[config.mk]
export PLATFORM = sky130hd
export DESIGN_NAME = mem_queue_ctrl
export DESIGN_NICKNAME = d
export VERILOG_FILES = /design/src/rtl/mem_queue_ctrl.sv
export SDC_FILE = /design/constraint.sdc
export NUM_CORES = 1
export LEC_CHECK = 0
export CAP_MARGIN = 20
export CORE_UTILIZATION = 35
export DETAILED_ROUTE_END_ITERATION = 8
export GPL_TIMING_DRIVEN = 0
export PLACE_DENSITY_LB_ADDON = 0.3
export SETUP_SLACK_MARGIN = 0.5
export SYNTH_ARGS = -nofsm -noshare
export SYNTH_HDL_FRONTEND = slang
export SYNTH_SLANG_ARGS = --single-unit
[constraint.sdc]
create_clock -name clk -period 3.2 [get_ports clk]
set_input_delay 0.64 -clock clk [delete_from_list [all_inputs] [get_ports clk]]
set_output_delay 0.64 -clock clk [all_outputs]
set_load 0.03 [all_outputs]
[src/rtl/mem_queue_ctrl.sv]
// In-order load/store queue: captures AGU results, issues one data-cache access
// at a time in program order and broadcasts completions on the CDB.
module mem_queue_ctrl #(
  parameter int unsigned DEPTH     = 8,
  parameter int unsigned ROB_IDX_W = 6
) (
  input  logic                 clk,
  input  logic                 rst_n,
  input  logic                 dispatch_valid,
  input  logic [ROB_IDX_W-1:0] dispatch_rob_idx,
  input  logic                 dispatch_is_store,
  input  logic [2:0]           dispatch_funct3,
  output logic                 full,
  input  logic                 agu_valid,
  input  logic [ROB_IDX_W-1:0] agu_rob_idx,
  input  logic [31:0]          agu_addr,
  input  logic [31:0]          agu_wdata,
  input  logic [ROB_IDX_W-1:0] rob_head_idx,
  input  logic                 flush,
  output logic [31:0]          dmem_addr,
  output logic [3:0]           dmem_rmask,
  output logic [3:0]           dmem_wmask,
  output logic [31:0]          dmem_wdata,
  input  logic [31:0]          dmem_rdata,
  input  logic                 dmem_resp,
  output logic                 cdb_valid,
  output logic [ROB_IDX_W-1:0] cdb_rob_idx,
  output logic [31:0]          cdb_data
);

  localparam int unsigned PTR_W = (DEPTH > 1) ? $clog2(DEPTH) : 1;
  localparam int unsigned CNT_W = PTR_W + 1;

  localparam logic [1:0] S_IDLE  = 2'd0;
  localparam logic [1:0] S_WAIT  = 2'd1;
  localparam logic [1:0] S_DRAIN = 2'd2;

  logic [DEPTH-1:0]     ent_valid;
  logic [DEPTH-1:0]     ent_is_store;
  logic [DEPTH-1:0]     ent_addr_valid;
  logic [ROB_IDX_W-1:0] ent_rob_idx [DEPTH];
  logic [2:0]           ent_funct3  [DEPTH];
  logic [31:0]          ent_addr    [DEPTH];
  logic [31:0]          ent_wdata   [DEPTH];

  logic [PTR_W-1:0] head;
  logic [PTR_W-1:0] tail;
  logic [CNT_W-1:0] count;
  logic [CNT_W-1:0] count_d;
  logic [1:0]       state;
  logic [1:0]       state_d;

  // Attributes of the access in flight, kept so the response needs no queue lookup.
  logic [ROB_IDX_W-1:0] req_rob_idx;
  logic [2:0]           req_funct3;
  logic [1:0]           req_off;
  logic                 req_is_store;

  logic        head_eligible_c;
  logic        issue_c;
  logic        pop_c;
  logic        push_c;
  logic        cdb_fire_c;
  logic        clear_req_c;
  logic [1:0]  head_off_c;
  logic [3:0]  head_mask_c;
  logic [31:0] head_wdata_c;
  logic [31:0] shifted_c;
  logic [31:0] load_data_c;

  assign push_c = dispatch_valid && !full && !flush;

  // Next-state and issue/complete decisions.
  always_comb begin
    state_d         = state;
    issue_c         = 1'b0;
    pop_c           = 1'b0;
    cdb_fire_c      = 1'b0;
    clear_req_c     = 1'b0;
    head_eligible_c = ent_valid[head] && ent_addr_valid[head] &&
                      (!ent_is_store[head] || (ent_rob_idx[head] == rob_head_idx));
    case (state)
      S_IDLE: begin
        if (head_eligible_c && !flush) begin
          issue_c = 1'b1;
          state_d = S_WAIT;
        end
      end
      S_WAIT: begin
        if (dmem_resp) begin
          clear_req_c = 1'b1;
          pop_c       = !flush;
          cdb_fire_c  = !flush;
          state_d     = S_IDLE;
        end else if (flush) begin
          state_d = S_DRAIN;
        end
      end
      S_DRAIN: begin
        if (dmem_resp) begin
          clear_req_c = 1'b1;
          state_d     = S_IDLE;
        end
      end
      default: state_d = S_IDLE;
    endcase
  end

  always_comb begin
    count_d = count;
    case ({push_c, pop_c})
      2'b10:   count_d = count + CNT_W'(1);
      2'b01:   count_d = count - CNT_W'(1);
      default: count_d = count;
    endcase
  end

  // Byte-lane alignment of the head request.
  assign head_off_c   = ent_addr[head][1:0];
  assign head_wdata_c = ent_wdata[head] << {head_off_c, 3'b000};

  always_comb begin
    head_mask_c = 4'b1111;
    case (ent_funct3[head][1:0])
      2'b00:   head_mask_c = 4'(4'b0001 << head_off_c);
      2'b01:   head_mask_c = 4'(4'b0011 << head_off_c);
      default: head_mask_c = 4'b1111;
    endcase
  end

  // Load result extraction and extension.
  assign shifted_c = dmem_rdata >> {req_off, 3'b000};

  always_comb begin
    load_data_c = shifted_c;
    case (req_funct3)
      3'b000:  load_data_c = {{24{shifted_c[7]}}, shifted_c[7:0]};
      3'b001:  load_data_c = {{16{shifted_c[15]}}, shifted_c[15:0]};
      3'b100:  load_data_c = {24'h0, shifted_c[7:0]};
      3'b101:  load_data_c = {16'h0, shifted_c[15:0]};
      default: load_data_c = shifted_c;
    endcase
  end

  always_ff @(posedge clk or negedge rst_n) begin
    if (!rst_n) state <= S_IDLE;
    else        state <= state_d;
  end

  // Queue storage, pointers and occupancy.
  always_ff @(posedge clk or negedge rst_n) begin
    if (!rst_n) begin
      ent_valid      <= '0;
      ent_is_store   <= '0;
      ent_addr_valid <= '0;
      for (int i = 0; i < DEPTH; i++) begin
        ent_rob_idx[i] <= '0;
        ent_funct3[i]  <= '0;
        ent_addr[i]    <= '0;
        ent_wdata[i]   <= '0;
      end
      head  <= '0;
      tail  <= '0;
      count <= '0;
      full  <= 1'b0;
    end else if (flush) begin
      ent_valid      <= '0;
      ent_addr_valid <= '0;
      head           <= '0;
      tail           <= '0;
      count          <= '0;
      full           <= 1'b0;
    end else begin
      for (int i = 0; i < DEPTH; i++) begin
        if (agu_valid && ent_valid[i] && (ent_rob_idx[i] == agu_rob_idx)) begin
          ent_addr_valid[i] <= 1'b1;
          ent_addr[i]       <= agu_addr;
          ent_wdata[i]      <= agu_wdata;
        end
      end
      if (push_c) begin
        ent_valid[tail]      <= 1'b1;
        ent_addr_valid[tail] <= 1'b0;
        ent_rob_idx[tail]    <= dispatch_rob_idx;
        ent_is_store[tail]   <= dispatch_is_store;
        ent_funct3[tail]     <= dispatch_funct3;
        tail                 <= tail + PTR_W'(1);
      end
      if (pop_c) begin
        ent_valid[head]      <= 1'b0;
        ent_addr_valid[head] <= 1'b0;
        head                 <= head + PTR_W'(1);
      end
      count <= count_d;
      full  <= (count_d == CNT_W'(DEPTH));
    end
  end

  // Cache request registers; held from issue through the response cycle.
  always_ff @(posedge clk or negedge rst_n) begin
    if (!rst_n) begin
      dmem_addr    <= '0;
      dmem_rmask   <= '0;
      dmem_wmask   <= '0;
      dmem_wdata   <= '0;
      req_rob_idx  <= '0;
      req_funct3   <= '0;
      req_off      <= '0;
      req_is_store <= 1'b0;
    end else if (issue_c) begin
      dmem_addr    <= {ent_addr[head][31:2], 2'b00};
      dmem_rmask   <= ent_is_store[head] ? 4'b0000 : head_mask_c;
      dmem_wmask   <= ent_is_store[head] ? head_mask_c : 4'b0000;
      dmem_wdata   <= ent_is_store[head] ? head_wdata_c : 32'h0;
      req_rob_idx  <= ent_rob_idx[head];
      req_funct3   <= ent_funct3[head];
      req_off      <= head_off_c;
      req_is_store <= ent_is_store[head];
    end else if (clear_req_c) begin
      dmem_rmask <= '0;
      dmem_wmask <= '0;
    end
  end

  always_ff @(posedge clk or negedge rst_n) begin
    if (!rst_n) begin
      cdb_valid   <= 1'b0;
      cdb_rob_idx <= '0;
      cdb_data    <= '0;
    end else begin
      cdb_valid <= cdb_fire_c;
      if (cdb_fire_c) begin
        cdb_rob_idx <= req_rob_idx;
        cdb_data    <= req_is_store ? 32'h0 : load_data_c;
      end
    end
  end

endmodule

==> metrics.md, run 1 <==
| Metric | Value |
|---|---|
| Status | complete, no violations |
| Clk Tree Root Cell | sky130_fd_sc_hd__clkbuf_16 |
| Most used flip-flop cell after synthesis | sky130_fd_sc_hd__dfrtp_1 |
| Crit path arrival time | 3.42 ns |
| Antenna-violating nets left | 0 |
| CORE AREA | 96570 um^2 |
| WP data required | 3.72 ns |
| Level count of the clock H-tree | 3 |
| Largest family of logic cells by synthesized area | multiplexers |
| Worst vdd ir | 0.0003409 V |
| Final critical delay including setup and external delays | 2.893 ns |
| Hold Worst Slack | 0.4823 ns |
| Sum of overflow across all layers after global routing | 0 |
| Routed wire per std cell | 24.65 um |
| Compound-Gate Fraction of Synth Area | 3.990% |
| Final setup violation count | 0 |
| Highest clock rate | 345.6 MHz |
| Count of clock tree sinks | 742 |
| Critical Path Sink Type | flip-flop |
| Post-synthesis cell type count | 54 |
| Initial Util | 35.24% |
| Synthesized-area fraction occupied by adder cells | 0.2942% |
| Most frequent cell after synthesis | sky130_fd_sc_hd__dfrtp_1 |
| Mean area per synthesized cell | 14.47 um^2 |
| Slew of the pin with the lowest slew margin | 1.088 ns |
| Synth Area in Simple Gates | 3.681% |
| Clock buffers created by TritonCTS | 82 |
| Number of enable flip-flop cells after synthesis | 0 |
| Largest net degree at the start of global routing | 127 |
| Number of max-cap violations | 0 |
| Number of flip-flops and latches in the synthesized netlist | 742 |
| Global routing usage summed across all routing layers | 20.43% |
| Worst skew pair latency | 0.65 ns |
| IO buf count | 225 |
| Die ar. | 98470 um^2 |
| Number of antenna violations at the first check in global routing | 20 |
| List of most frequent post-synthesis cells | 742 x sky130_fd_sc_hd__dfrtp_1, 603 x sky130_fd_sc_hd__mux2_2, 155 x sky130_fd_sc_hd__nand2_1 |
| Share of post-route cells with drive strength above 1 | 42.22% |
| Net total in the final layout | 2855 |
| Die height | 313.8 um |
| Kind of path behind the tightest hold check | flip-flop to flip-flop |
| Worst setup skew after layout | 0.02670 ns |
| Power, Total | 21700 uW |
| Ratio of total power to cell area | 508.6 nW/um^2 |
| CTS tree | built |
| Standard-cell row count | 114 |
| Final hold viol count | 0 |
| FFs w/ async S/R, synth | 100.0% |
| Yosys Warn Count | 0 |
| Vias in the first global route | 23668 |
| Residual DRC | 0 |
| Category of the critical setup timing path | flip-flop to flip-flop |
| Initial DRT Pass Iterations | 7 |
| Worst Setup Start Kind | flip-flop |
| Maximum fanout along the worst path | 7 |
| Area share of the largest cell type after synthesis | 54.57% |
| Static leakage | 0.01966 uW |
| Post-route clock period utilization | 90.41% |
| Number of slew-limit violations in the final report | 0 |
| Area share of xor/xnor cells in the synthesized design | 1.596% |
| DIE WIDTH | 313.8 um |
| Netlist area before placement | 34030 um^2 |
| Routed via count | 21649 |
| Dominant cells by area after synthesis | sky130_fd_sc_hd__dfrtp_1 55%, sky130_fd_sc_hd__mux2_2 20%, sky130_fd_sc_hd__mux4_2 9.5% |
| Avg Vias per Cell | 5.323 |
| RSZ-0062 raised after global routing | true |
| Clock transition at the register clock pins on the worst setup and hold paths after CTS | 0.06 ns |
| Cell count after synthesis | 2351 |
| Headroom to the max-slew limit | 27.49% |
| Total wirelength of the detailed-routed design | 100.3 mm |
| Gp weighted congestion | 0.8612 |
| Mux cell area share after synthesis | 33.22% |
| Number of I/O pins | 236 |
| Biggest area consumer among synthesized cells | sky130_fd_sc_hd__dfrtp_1 |
| DRC marker count from the first detailed-route iteration | 1517 |
| DP Wirelength | 68.07 mm |
| First-pass GRT wire length | 151.0 mm |
| Part of the Yosys area used for sequential elements | 54.57% |
| Bufs on Longest Clock Path | 3 |
| Area Overhead vs Synth | 25.38% |
[power by group]
group	internal (uW)	switching, uW	total (uW)
clock network	5790	3960	9750
logic	924	1100	2030
registers	9690	227	9920
total	16400	5290	21700
[metal layers]
layer,track usage (%),routed length [um]
met1,26.11,42050
met2,33.56,48820
met3,4.697,5985
met4,8.082,3274
met5,0,131
[cell families (layout without fill, tap and decap cells)]
| family | after synthesis | in the layout |
|---|---|---|
| muxes | 872 | 872 |
| DFF | 742 | 742 |
| and+or+nand+nor | 280 | 280 |
| AOI/OAI and AO/OA | 207 | 207 |
| buffers and inverters | 179 | 610 |
| xor gates and xnor gates | 62 | 62 |
| adders and majority gates | 8 | 8 |
| other | 1 | 10 |
[sequential cells by signal (all words and copies together), names as in the netlist, 2 cells and up]
name,count
dmem_addr,30
req_funct3,3
req_rob_idx,6
ent_funct3,24
state,2
dmem_wmask,4
dmem_rmask,4
ent_addr_valid,8
ent_addr,256
dmem_wdata,32
tail,3
count,4
ent_valid,8
ent_is_store,8
head,3
ent_wdata,256
cdb_rob_idx,6
req_off,2
ent_rob_idx,48
cdb_data,32
[per-stage QoR]
step                instance area (um^2)  setup slack [ns]  utilization [%]  cells  TNS (ns)
floorplan                          34030            0.5164                -   2352         0
global placement                   37880            -30.12            39.23   3853         -
detailed placement                 38120           -0.9944            39.48   3863   -145.38
CTS                                42370            0.3161            43.88   4053         0
global route                       42660            0.2088            44.18   4065         0
finish                             42660            0.3068            44.18   4067         0
[area by class of cell]
type	instances	area, um^2
well taps	1276	1597
repair buffers	287	3254
flip-flops and latches	742	18570
fillers	8569	53900
multi-input cells	1431	15160
inverters	24	103.9
clock inverters	28	460.4
clock buffers	116	2310
plain buffers	155	1190
diodes	8	20.02
[path summary, 6_finish.rpt]
path	start	endpoint	slack, ns	depth (start not counted)
min in group asynchronous	rst_n	ent_wdata[237]	0.54	2
max in group asynchronous	rst_n	ent_addr[156]	0.88	5
min	dmem_addr[29]	dmem_addr[29]	0.48	2
max	head[0]	req_funct3[0]	0.31	14
min reg2reg	dmem_addr[29]	dmem_addr[29]	0.48	2
max reg2reg	head[0]	req_funct3[0]	0.31	14
[placed cells by master, fill, tap and decap left out, types with 8 or more instances in the layout]
cell type,instances
sky130_fd_sc_hd__xnor2_1,35
sky130_fd_sc_hd__o21ai_0,28
sky130_fd_sc_hd__mux2i_1,101
sky130_fd_sc_hd__nor2_1,34
sky130_fd_sc_hd__nand4_1,8
sky130_fd_sc_hd__buf_8,17
sky130_fd_sc_hd__mux2_2,602
sky130_fd_sc_hd__mux4_2,143
sky130_fd_sc_hd__clkbuf_8,15
sky130_fd_sc_hd__o31ai_1,10
sky130_fd_sc_hd__buf_2,55
sky130_fd_sc_hd__a21oi_1,36
sky130_fd_sc_hd__buf_4,33
sky130_fd_sc_hd__a211o_1,8
sky130_fd_sc_hd__clkbuf_2,9
sky130_fd_sc_hd__nor2b_1,19
sky130_fd_sc_hd__nand3_1,8
sky130_fd_sc_hd__a22oi_1,8
sky130_fd_sc_hd__clkinv_2,10
sky130_fd_sc_hd__clkbuf_1,56
sky130_fd_sc_hd__dfrtp_1,741
sky130_fd_sc_hd__o31ai_2,8
sky130_fd_sc_hd__nand2_1,124
sky130_fd_sc_hd__xor2_1,25
sky130_fd_sc_hd__buf_6,14
sky130_fd_sc_hd__nand2_2,26
sky130_fd_sc_hd__a22o_1,26
sky130_fd_sc_hd__o21ai_1,28
sky130_fd_sc_hd__mux2i_2,10
sky130_fd_sc_hd__clkdlybuf4s50_1,223
sky130_fd_sc_hd__clkbuf_16,86
sky130_fd_sc_hd__inv_1,20
sky130_fd_sc_hd__mux2i_4,13
sky130_fd_sc_hd__o21ai_2,24
sky130_fd_sc_hd__diode_2,8
sky130_fd_sc_hd__bufinv_16,9
sky130_fd_sc_hd__and2_1,10
sky130_fd_sc_hd__buf_16,17
sky130_fd_sc_hd__buf_12,22
[worst max-delay path: stages, from the launching register on]
cell	delay, ns
sky130_fd_sc_hd__dfrtp_1	0.39
sky130_fd_sc_hd__buf_6	0.16
sky130_fd_sc_hd__buf_12	0.14
sky130_fd_sc_hd__mux2i_1	0.12
sky130_fd_sc_hd__mux4_2	0.53
sky130_fd_sc_hd__xnor2_2	0.17
sky130_fd_sc_hd__nor3b_2	0.23
sky130_fd_sc_hd__buf_4	0.17
sky130_fd_sc_hd__a31oi_4	0.15
sky130_fd_sc_hd__buf_12	0.19
sky130_fd_sc_hd__buf_12	0.16
sky130_fd_sc_hd__buf_12	0.13
sky130_fd_sc_hd__buf_16	0.14
sky130_fd_sc_hd__nand2_2	0.05
sky130_fd_sc_hd__o21ai_1	0.05
[repair_timing]
action | 4_1_cts | 5_1_grt
cloned | 12 | 2
buffers inserted | 30 | 4
gates resized for setup | 258 | 47
hold buffers | 4 | 0
setup endpoints to repair | 489 | 682
pin swaps | 46 | 13
endpoints found under the hold margin | 3 | 0
(Power assumes the default switching activity.)
==> run 2: changes to the inputs <==
Settings changed: CORE_UTILIZATION 35 to 45, SKIP_LAST_GASP from default to 1.
==> run 2 against run 1 <==
  * Fmax down 3.7%
  * Critical endpoint is now dmem_wdata[31]
  * Clock power down 2.1%
  * Critical path type unchanged
  * Clock skew decreased by 0.0014 ns
  * Utilization is 13 points higher
  * Register-to-register slack got worse by 0.11 ns
  * Via count up 0.61%
  * Highest routed layer unchanged
==> metrics.md, run 2 (same netlist as run 1, synthesis figures left out) <==
| Metric | Value |
|---|---|
| Status | complete, no violations |
| Net total in the final layout | 2856 |
| Clock transition at the register clock pins on the worst setup and hold paths after CTS | 0.06 ns |
| Number of I/O pins | 236 |
| Routed wire per std cell | 25.29 um |
| Clock buffers created by TritonCTS | 81 |
| Worst path top cell family by delay | multiplexers |
| Sum of overflow across all layers after global routing | 0 |
| Vias in the first global route | 23682 |
| Hold Worst Slack | 0.05311 ns |
| Standard-cell row count | 100 |
| Residual DRC | 0 |
| Worst Setup Start Kind | flip-flop |
| Post-route clock period utilization | 93.93% |
| Largest net degree at the start of global routing | 132 |
| Cell chain of the critical path | buf_8, buf_12, mux2i_1, mux4_2, xnor2_2, nor3b_2, buf_4, a31oi_4, buf_12, buf_12, buf_16, mux2_4 |
| Number of slew-limit violations in the final report | 0 |
| Number of max-cap violations | 0 |
| Biggest registers after layout | ent_addr x256, ent_wdata x256, ent_rob_idx x48 |
| Slew of the pin with the lowest slew margin | 1.104 ns |
| Bufs on Longest Clock Path | 3 |
| Global routing usage summed across all routing layers | 25.08% |
| DP Wirelength | 64.37 mm |
| Count of clock tree sinks | 742 |
| Level count of the clock H-tree | 3 |
| Avg Vias per Cell | 5.788 |
| CTS tree | built |
| Most used cell along the critical path | sky130_fd_sc_hd__buf_12 |
| Placed Cells | 3556 |
| Routed via count | 21782 |
| Kind of path behind the tightest hold check | input port to asynchronous set/reset pin |
| Most frequent cells in the layout | 741 x sky130_fd_sc_hd__dfrtp_1, 602 x sky130_fd_sc_hd__mux2_2, 223 x sky130_fd_sc_hd__clkdlybuf4s50_1 |
| Initial DRT Pass Iterations | 7 |
| First-pass GRT wire length | 147.3 mm |
| Critical path's slowest cell | sky130_fd_sc_hd__mux4_2 |
| Maximum fanout along the worst path | 7 |
| WP data required | 3.71 ns |
| Static leakage | 0.01975 uW |
| Final critical delay including setup and external delays | 3.006 ns |
| Number of non-filler instances in the completed layout | 3763 |
| Crit path arrival time | 3.52 ns |
| Most common cell after layout, fill and taps aside | sky130_fd_sc_hd__dfrtp_1 |
| WP buf/inv | 6 |
| Ratio of total power to cell area | 505.2 nW/um^2 |
| Share of post-route cells with drive strength above 1 | 43.64% |
| IO buf count | 225 |
| Critical Path Sink Type | flip-flop |
| Final setup violation count | 0 |
| Die ar. | 76720 um^2 |
| DIE WIDTH | 277.0 um |
| RSZ-0062 raised after global routing | true |
| Category of the critical setup timing path | flip-flop to flip-flop |
| Highest clock rate | 332.7 MHz |
| Die height | 277.0 um |
| Antenna-violating nets left | 0 |
| Largest stage delay, worst path | 0.55 ns |
| Worst skew pair latency | 0.65 ns |
| Clk Tree Root Cell | sky130_fd_sc_hd__clkbuf_16 |
| Gp weighted congestion | 0.8996 |
| DRC marker count from the first detailed-route iteration | 1582 |
| Final hold viol count | 0 |
| Worst vdd ir | 0.0003580 V |
| Initial Util | 45.63% |
| Area Overhead vs Synth | 25.00% |
| Worst setup skew after layout | 0.02529 ns |
| Number of antenna violations at the first check in global routing | 19 |
| Headroom to the max-slew limit | 26.39% |
| Total wirelength of the detailed-routed design | 95.16 mm |
| CORE AREA | 74570 um^2 |
run 2: cell types whose count changed in the layout (fill, tap and decap cells not counted), sizes merged:
cell           delta
clkbuf            +2
inv               -2
dlygate4sd3       -3
clkdlybuf4s18     +1
clkinv            +1
clkinvlp          +2
buf               -1
diode             +4
bufinv            -2
dlygate4sd2       +1
run 2: path summary, 6_finish.rpt:
| check | startpoint | slack, ns | cells after the start | endpoint |
|---|---|---|---|---|
| min in group clk | dmem_resp | 0.48 | 3 | head[1] |
| min | rst_n | 0.05 | 1 | ent_addr[48] |
| max reg2reg | head[0] | 0.19 | 12 | dmem_wdata[31] |
| min reg2reg | cdb_rob_idx[5] | 0.48 | 2 | cdb_rob_idx[5] |
| max in group asynchronous | rst_n | 1.28 | 3 | ent_wdata[157] |
| max | head[0] | 0.19 | 12 | dmem_wdata[31] |
run 2: final cells by class:
class                           count  area [um^2]
Multi-Input combinational cell   1431        15380
Sequential cell                   742        18570
Clock buffer                      114         2291
Buffer                            155         1221
Clock inverter                     27        425.4
Fill cell                        5757        32040
Timing Repair Buffer              289         3296
Antenna cell                       12        30.03
Tap cell                          969         1212
Inverter                           24        107.6
run 2: timing repair:
action | in CTS | in global routing
pin swaps | 67 | 20
buffers inserted | 23 | 16
resized for setup | 302 | 80
hold buffers | 0 | 0
setup endpoints to repair | 440 | 329
gates cloned | 14 | 1
run 2: power by group:
group          switching (uW)  internal (uW)  total, uW
registers                 223           9690       9920
logic                    1090            937       2020
clock network            3940           5600       9550
total                    5250          16200      21500
run 2: stage by stage:
step                worst slack [ns]  utilization (%)  cell area (um^2)  power, uW  TNS [ns]
global placement              -29.64            50.28             37500      11820         -
finish                        0.1941            57.04             42530      21490         0
detailed placement           -0.8082            50.54             37690      11890   -139.31
CTS                           0.2611            56.32             42000      21540         0
floorplan                     0.5164                -             34030      11020         0
global route                  0.1751            57.03             42530      22220         0
run 2: metal layers:
layer | wire (um) | vias to the layer above | GRT usage [%] | part of all wire [%]
met3 | 5106 | 168 | 4.320 | 5.4
met5 | 101 | - | 0 | 0.11
met1 | 39400 | 11631 | 32.78 | 41
met2 | 47730 | 609 | 41.86 | 50
li1 | - | 9358 | - | -
met4 | 2826 | 16 | 9.530 | 3.0
